===== src/rtl/seq_mult_pkg.sv =====
// Shared types and helpers for the sequential shift-add multiplier.
package seq_mult_pkg;

    typedef enum logic [1:0] {
        StIdle = 2'd0,
        StRun  = 2'd1,
        StDone = 2'd2
    } state_e;

    function automatic int unsigned clog2(input int unsigned n);
        int unsigned r;
        int unsigned v;
        r = 0;
        v = (n > 0) ? n - 1 : 0;
        while (v > 0) begin
            r = r + 1;
            v = v >> 1;
        end
        return r;
    endfunction

endpackage


===== src/rtl/seq_mult_core.sv =====
// Unsigned radix-2 shift-add datapath: start loads magnitudes, each step adds and shifts.
module seq_mult_core
    import seq_mult_pkg::*;
#(
    parameter int unsigned WIDTH_A = 8,
    parameter int unsigned WIDTH_B = 8
) (
    input  logic                       clk,
    input  logic                       rst,
    input  logic                       start,
    input  logic                       step,
    input  logic [WIDTH_A-1:0]         a_mag,
    input  logic [WIDTH_B-1:0]         b_mag,
    output logic [WIDTH_A+WIDTH_B-1:0] acc_next
);

    localparam int unsigned PW = WIDTH_A + WIDTH_B;

    logic [PW-1:0]      acc_q, acc_d;
    logic [PW-1:0]      mcand_q, mcand_d;
    logic [WIDTH_B-1:0] mplier_q, mplier_d;

    // Exposed so the final step's addition is visible on the same edge it is committed.
    assign acc_next = acc_q + (mplier_q[0] ? mcand_q : {PW{1'b0}});

    always_comb begin
        acc_d    = acc_q;
        mcand_d  = mcand_q;
        mplier_d = mplier_q;
        if (start) begin
            acc_d    = '0;
            mcand_d  = {{WIDTH_B{1'b0}}, a_mag};
            mplier_d = b_mag;
        end else if (step) begin
            acc_d    = acc_next;
            mcand_d  = mcand_q << 1;
            mplier_d = mplier_q >> 1;
        end
    end

    always_ff @(posedge clk) begin
        if (rst) begin
            acc_q    <= '0;
            mcand_q  <= '0;
            mplier_q <= '0;
        end else begin
            acc_q    <= acc_d;
            mcand_q  <= mcand_d;
            mplier_q <= mplier_d;
        end
    end

endmodule


===== src/rtl/seq_multiplier_hs.sv =====
// Handshaked sequential multiplier with signed/unsigned mode and fixed WIDTH_B-step latency.
// Optional accumulate-into-product feature enabled by defining SEQ_MULT_ACC_EN.
module seq_multiplier_hs
    import seq_mult_pkg::*;
#(
    parameter int unsigned WIDTH_A = 8,
    parameter int unsigned WIDTH_B = 8
) (
    input  logic                       clk,
    input  logic                       rst,
    input  logic                       in_valid,
    output logic                       in_ready,
    input  logic                       in_signed,
`ifdef SEQ_MULT_ACC_EN
    input  logic                       in_acc,
`endif
    input  logic [WIDTH_A-1:0]         a,
    input  logic [WIDTH_B-1:0]         b,
    output logic                       out_valid,
    input  logic                       out_ready,
    output logic [WIDTH_A+WIDTH_B-1:0] product,
    output logic                       busy
);

    localparam int unsigned PW   = WIDTH_A + WIDTH_B;
    localparam int unsigned CntW = (clog2(WIDTH_B) < 1) ? 1 : clog2(WIDTH_B);
    localparam logic [CntW-1:0] LastCnt = CntW'(WIDTH_B - 1);

    state_e            state_q, state_d;
    logic [CntW-1:0]   cnt_q, cnt_d;
    logic              neg_q, neg_d;
    logic [PW-1:0]     product_q, product_d;
    logic [WIDTH_A-1:0] a_mag;
    logic [WIDTH_B-1:0] b_mag;
    logic              core_start, core_step;
    logic [PW-1:0]     acc_next, result;
`ifdef SEQ_MULT_ACC_EN
    logic              acc_en_q, acc_en_d;
`endif

    // Magnitude of the most negative value wraps to itself, which is correct read as unsigned.
    assign a_mag  = (in_signed && a[WIDTH_A-1]) ? -a : a;
    assign b_mag  = (in_signed && b[WIDTH_B-1]) ? -b : b;
    assign result = neg_q ? -acc_next : acc_next;

    always_comb begin
        state_d    = state_q;
        cnt_d      = cnt_q;
        neg_d      = neg_q;
        product_d  = product_q;
        core_start = 1'b0;
        core_step  = 1'b0;
`ifdef SEQ_MULT_ACC_EN
        acc_en_d   = acc_en_q;
`endif
        case (state_q)
            StIdle: begin
                if (in_valid) begin
                    state_d    = StRun;
                    cnt_d      = '0;
                    neg_d      = in_signed & (a[WIDTH_A-1] ^ b[WIDTH_B-1]);
                    core_start = 1'b1;
`ifdef SEQ_MULT_ACC_EN
                    acc_en_d   = in_acc;
`endif
                end
            end
            StRun: begin
                core_step = 1'b1;
                if (cnt_q == LastCnt) begin
                    state_d = StDone;
                    cnt_d   = '0;
`ifdef SEQ_MULT_ACC_EN
                    product_d = acc_en_q ? product_q + result : result;
`else
                    product_d = result;
`endif
                end else begin
                    cnt_d = cnt_q + 1'b1;
                end
            end
            StDone: begin
                if (out_ready) begin
                    state_d = StIdle;
                end
            end
            default: state_d = StIdle;
        endcase
    end

    always_ff @(posedge clk) begin
        if (rst) begin
            state_q   <= StIdle;
            cnt_q     <= '0;
            neg_q     <= 1'b0;
            product_q <= '0;
`ifdef SEQ_MULT_ACC_EN
            acc_en_q  <= 1'b0;
`endif
        end else begin
            state_q   <= state_d;
            cnt_q     <= cnt_d;
            neg_q     <= neg_d;
            product_q <= product_d;
`ifdef SEQ_MULT_ACC_EN
            acc_en_q  <= acc_en_d;
`endif
        end
    end

    seq_mult_core #(
        .WIDTH_A (WIDTH_A),
        .WIDTH_B (WIDTH_B)
    ) u_core (
        .clk      (clk),
        .rst      (rst),
        .start    (core_start),
        .step     (core_step),
        .a_mag    (a_mag),
        .b_mag    (b_mag),
        .acc_next (acc_next)
    );

    assign in_ready  = (state_q == StIdle);
    assign out_valid = (state_q == StDone);
    assign busy      = (state_q != StIdle);
    assign product   = product_q;

endmodule


===== config.mk =====
export PLATFORM = sky130hd
export DESIGN_NAME = seq_multiplier_hs
export DESIGN_NICKNAME = d
export VERILOG_FILES = /design/src/rtl/seq_mult_pkg.sv /design/src/rtl/seq_mult_core.sv /design/src/rtl/seq_multiplier_hs.sv
export SDC_FILE = /design/constraint.sdc
export NUM_CORES = 1
export LEC_CHECK = 0
export BUFFER_PORTS_ARGS = -buffer_cell sky130_fd_sc_hd__buf_2
export CAP_MARGIN = 25
export CORE_AREA = 4 4 90 83
export DETAILED_ROUTE_END_ITERATION = 6
export DIE_AREA = 0 0 94 87
export PLACE_DENSITY = 0.88
export REMOVE_ABC_BUFFERS = 1
export SLEW_MARGIN = 10
export SYNTH_ARGS = -nofsm -noshare
export SYNTH_HDL_FRONTEND = slang
export SYNTH_SLANG_ARGS = --single-unit

===== constraint.sdc =====
create_clock -name clk -period 4.6 [get_ports clk]
set_input_delay 0.69 -clock clk [delete_from_list [all_inputs] [get_ports clk]]
set_output_delay 0.69 -clock clk [all_outputs]
set_load 0.02 [all_outputs]

==> out/qor.txt <==
=================================================================================================
Run status                                                                           finished clean
Cell at the root of the clock tree                                                   sky130_fd_sc_hd__clkbuf_8
# IOs                                                                                          40
RSZ-0062 raised after global routing                                                           no
Hold bufs inserted after CTS                                                                    0
Worst Setup Path Type                                                                flip-flop to flip-flop
Skew final                                                                             0.00933 ns
Total power consumption of the routed design                                              1.23 mW
Wire length of the first global-routing pass                                             14300 um
Number of antenna violations at the first check in global routing                               0
Post CTS Setup Buffer Count                                                                     0
All-Layer GR Usage                                                                          21.8%
P per Cell Area                                                                        290 nW/um2
Fraction of met3 tracks used by global routing                                              6.40%
Endpoint type of the worst setup path                                                   flip-flop
Remaining global-route overflow                                                                 0
Inserted Clock Buffers                                                                          9
Met1 Use GR                                                                                 25.9%
Accumulated negative setup slack                                                             0 ns
Total die area                                                                           8180 um2
Fraction of layout instances using a drive strength above 1                                 13.0%
Number of distinct library cell variants in the gate-level netlist after synthesis             48
Sequential cell area                                                                     1240 um2
Total area of multi-input combinational cells                                            2390 um2
Data arrival time of the critical path                                                    4.22 ns
Max Freq                                                                                  253 MHz
Crit path max fanout                                                                           17
Die width                                                                                   94 um
Maximum clock insertion buffer count                                                            2
Crit path max-delay family                                                           simple AND/OR/NAND/NOR gates
Violation count after the first detailed-routing iteration                                    182
Final antenna diode count                                                                       0
Cell area after placement                                                                4000 um2
Global-route track usage on met2                                                            37.9%
Via count of the first global-routing pass                                                   3308
Mean number of vias per cell                                                                 5.80
Startpoint class of the critical path                                                   flip-flop
Tmin final                                                                                3.95 ns
Logic depth of the worst register-to-register path                                             12
Leakage power total                                                                       1.77 nW
Synth Register Bits                                                                            62
Post-synth EDFFs                                                                                0
Number of nets in the final layout                                                            560
Cell Rows                                                                                      28
Post-route core utilization                                                                 64.9%
Mapped Cells                                                                                  494
Pin count of the biggest net entering global routing                                           41
Core region area                                                                         6520 um2
Final Setup Violations                                                                          0
Share of the cycle needed by the critical path after routing                                85.9%
Height of the die                                                                           87 um
Min-Delay Path Class                                                                 flip-flop to flip-flop
Critical Path Max Stage Delay                                                             0.51 ns
Max_slew headroom                                                                           39.0%
Mean routed wirelength per cell                                                           13.9 um
Average size of a mapped cell                                                            7.65 um2
Vias after detailed routing                                                                  3557
Signed area change from the synthesized netlist to the final layout                         11.9%
Hold Crit Depth                                                                                 2
Post-route DRC violation count                                                                  0
Initial Utilization                                                                         58.0%
Count of input and output buffers                                                              39
Req. time, crit path                                                                      4.87 ns
Final GP Congestion                                                                         0.885
Post-DP HPWL                                                                              6160 um
Max-capacitance violation count                                                                 0
Sequential cell area fraction in the yosys report                                           32.8%
Filler Cell Count                                                                             557
Number of buffer and inverter stages on the critical path                                       0
Most common cell after layout, fill and taps aside                                   sky130_fd_sc_hd__nand2_1
Number of optimization iterations in the first detailed-route pass                              5
Worst path slowest cell                                                              sky130_fd_sc_hd__or4b_4
Clock latency of the later-clocked register in the worst-skew pair                        0.35 ns
Peak-usage layer in the global routing report                                                met2
Post-synthesis instance area                                                             3780 um2
CTS tree                                                                                    built
Share of flip-flops with an asynchronous set or reset after synthesis                          0%
Number of instances resized during post-cts repair                                              0
Yosys synthesis warning count                                                                   0
Number of hold-slack violations in the final timing report                                      0
Wire length after detailed routing                                                        8550 um
Pins Over Slew Limit                                                                            0
Total non-filler cell area in the finished layout                                        4230 um2
Transition at the pin with the smallest max-transition slack                             0.915 ns
TritonCTS sink count                                                                           62
Worst-case vdd ir drop                                                                     209 uV
Commonest cells after routing, fill and taps aside                                   sky130_fd_sc_hd__nand2_1, sky130_fd_sc_hd__dfxtp_1, sky130_fd_sc_hd__nor2_1, sky130_fd_sc_hd__a21oi_1, sky130_fd_sc_hd__buf_2
Primary flip-flop cell chosen by synthesis mapping                                   sky130_fd_sc_hd__dfxtp_1
Remaining antenna violation count after routing                                                 0
Depth of the critical timing path with buffers and inverters included                          12
Cells along the critical path                                                        and2_1, ha_1, fa_1, a21o_1, a21oi_1, xnor2_1, or3_4, or4_4, or4b_4, o41ai_2, xor2_1, a211oi_1
WHS                                                                                      0.456 ns
H-tree Lvls                                                                                     3
Clock input transition at the sequential cells of the worst setup and hold paths          0.07 ns
=================================================================================================
==> sequential cells by signal (all words and copies together), names as in the netlist <==
register	cells
product	16
u_core.acc_q	16
u_core.mcand_q	16
u_core.mplier_q	8
cnt_q	3
state_q	2
neg_q	1
==> synthesized netlist by cell type, types with 2 or more instances <==
cell type                   instances  area share [%]
sky130_fd_sc_hd__a211o_1            2            0.46
sky130_fd_sc_hd__a211oi_1          20             4.0
sky130_fd_sc_hd__a21o_1             7             1.4
sky130_fd_sc_hd__a21oi_1           48             6.4
sky130_fd_sc_hd__a22oi_1            3            0.60
sky130_fd_sc_hd__a311oi_1          13             3.0
sky130_fd_sc_hd__a31oi_1            5            0.83
sky130_fd_sc_hd__and2_1            17             2.8
sky130_fd_sc_hd__and3_1             4            0.66
sky130_fd_sc_hd__buf_1              3            0.30
sky130_fd_sc_hd__clkbuf_1          27             2.7
sky130_fd_sc_hd__dfxtp_1           62              33
sky130_fd_sc_hd__ha_1              20             6.6
sky130_fd_sc_hd__inv_1             10            0.99
sky130_fd_sc_hd__nand2_1           94             9.3
sky130_fd_sc_hd__nand2b_1           6            0.99
sky130_fd_sc_hd__nand3_1            9             1.2
sky130_fd_sc_hd__nand3b_1           4            0.79
sky130_fd_sc_hd__nor2_1            48             4.8
sky130_fd_sc_hd__nor2b_1            3            0.50
sky130_fd_sc_hd__nor3_1             9             1.2
sky130_fd_sc_hd__nor4_1             3            0.50
sky130_fd_sc_hd__o2111ai_1          2            0.46
sky130_fd_sc_hd__o21a_1             2            0.40
sky130_fd_sc_hd__o21ai_0           12             1.6
sky130_fd_sc_hd__o31ai_1            3            0.60
sky130_fd_sc_hd__or2_2              3            0.50
sky130_fd_sc_hd__xnor2_1           11             2.5
sky130_fd_sc_hd__xor2_1            25             5.8
==> path summary, 6_finish.rpt <==
path	from	endpoint	slack, ns
max reg2reg	u_core.mplier_q[0]$_SDFFE_PP0P_	product[14]$_SDFFE_PP0P_	0.65
min reg2reg	product[0]$_SDFFE_PP0P_	product[0]$_SDFFE_PP0P_	0.46
min	product[0]$_SDFFE_PP0P_	product[0]$_SDFFE_PP0P_	0.46
max	u_core.mplier_q[0]$_SDFFE_PP0P_	product[14]$_SDFFE_PP0P_	0.65
==> per-layer routing <==
layer | wire [um] | share of wire (%) | up-vias
li1 | - | - | 1775
met1 | 3730 | 44 | 1656
met2 | 4070 | 48 | 116
met3 | 658 | 7.7 | 10
met4 | 87 | 1.0 | 0
met5 | 0 | 0 | -
==> worst reg2reg max path, stage by stage (launching register included) <==
cell	delay, ns
sky130_fd_sc_hd__dfxtp_1	0.44
sky130_fd_sc_hd__and2_1	0.23
sky130_fd_sc_hd__ha_1	0.21
sky130_fd_sc_hd__fa_1	0.41
sky130_fd_sc_hd__a21o_1	0.20
sky130_fd_sc_hd__a21oi_1	0.20
sky130_fd_sc_hd__xnor2_1	0.16
sky130_fd_sc_hd__or3_4	0.41
sky130_fd_sc_hd__or4_4	0.50
sky130_fd_sc_hd__or4b_4	0.51
sky130_fd_sc_hd__o41ai_2	0.26
sky130_fd_sc_hd__xor2_1	0.11
sky130_fd_sc_hd__a211oi_1	0.23
==> cell type report <==
class / instances / share of cell area, %
clock buffers: 13 / 3.76
flip-flops and latches: 62 / 29.3
repair buffers: 43 / 5.80
inverters: 10 / 0.888
well taps: 90 / 2.66
clock inverters: 3 / 1.01
multi-input cells: 392 / 56.5
==> per-stage QoR <==
stage / std cells / setup slack [ns]
2_1_floorplan: 464 / 0.979
3_3_place_gp: 596 / 0.816
3_5_place_dp: 596 / 0.663
4_1_cts: 612 / 0.646
5_1_grt: 613 / 0.463
6_report: 613 / 0.651
==> cells by family (layout without fill, tap and decap cells) <==
| group | count (synthesis) | after routing | synth area share [%] |
|---|---|---|---|
| mux | 3 | 3 | 0.861 |
| buf+inv | 40 | 69 | 3.97 |
| flops | 62 | 62 | 32.8 |
| xor+xnor | 36 | 36 | 8.34 |
| compound gates | 126 | 126 | 22.1 |
| fa+ha+maj | 21 | 21 | 7.15 |
| simple gates | 206 | 206 | 24.8 |
==> power by group <==
| group | internal, mW | total, mW | switching, mW |
|---|---|---|---|
| Sequential | 0.554 | 0.569 | 0.0148 |
| Clock | 0.279 | 0.489 | 0.210 |
| Combinational | 0.0641 | 0.167 | 0.103 |
Power figures use the tool's default switching activity.
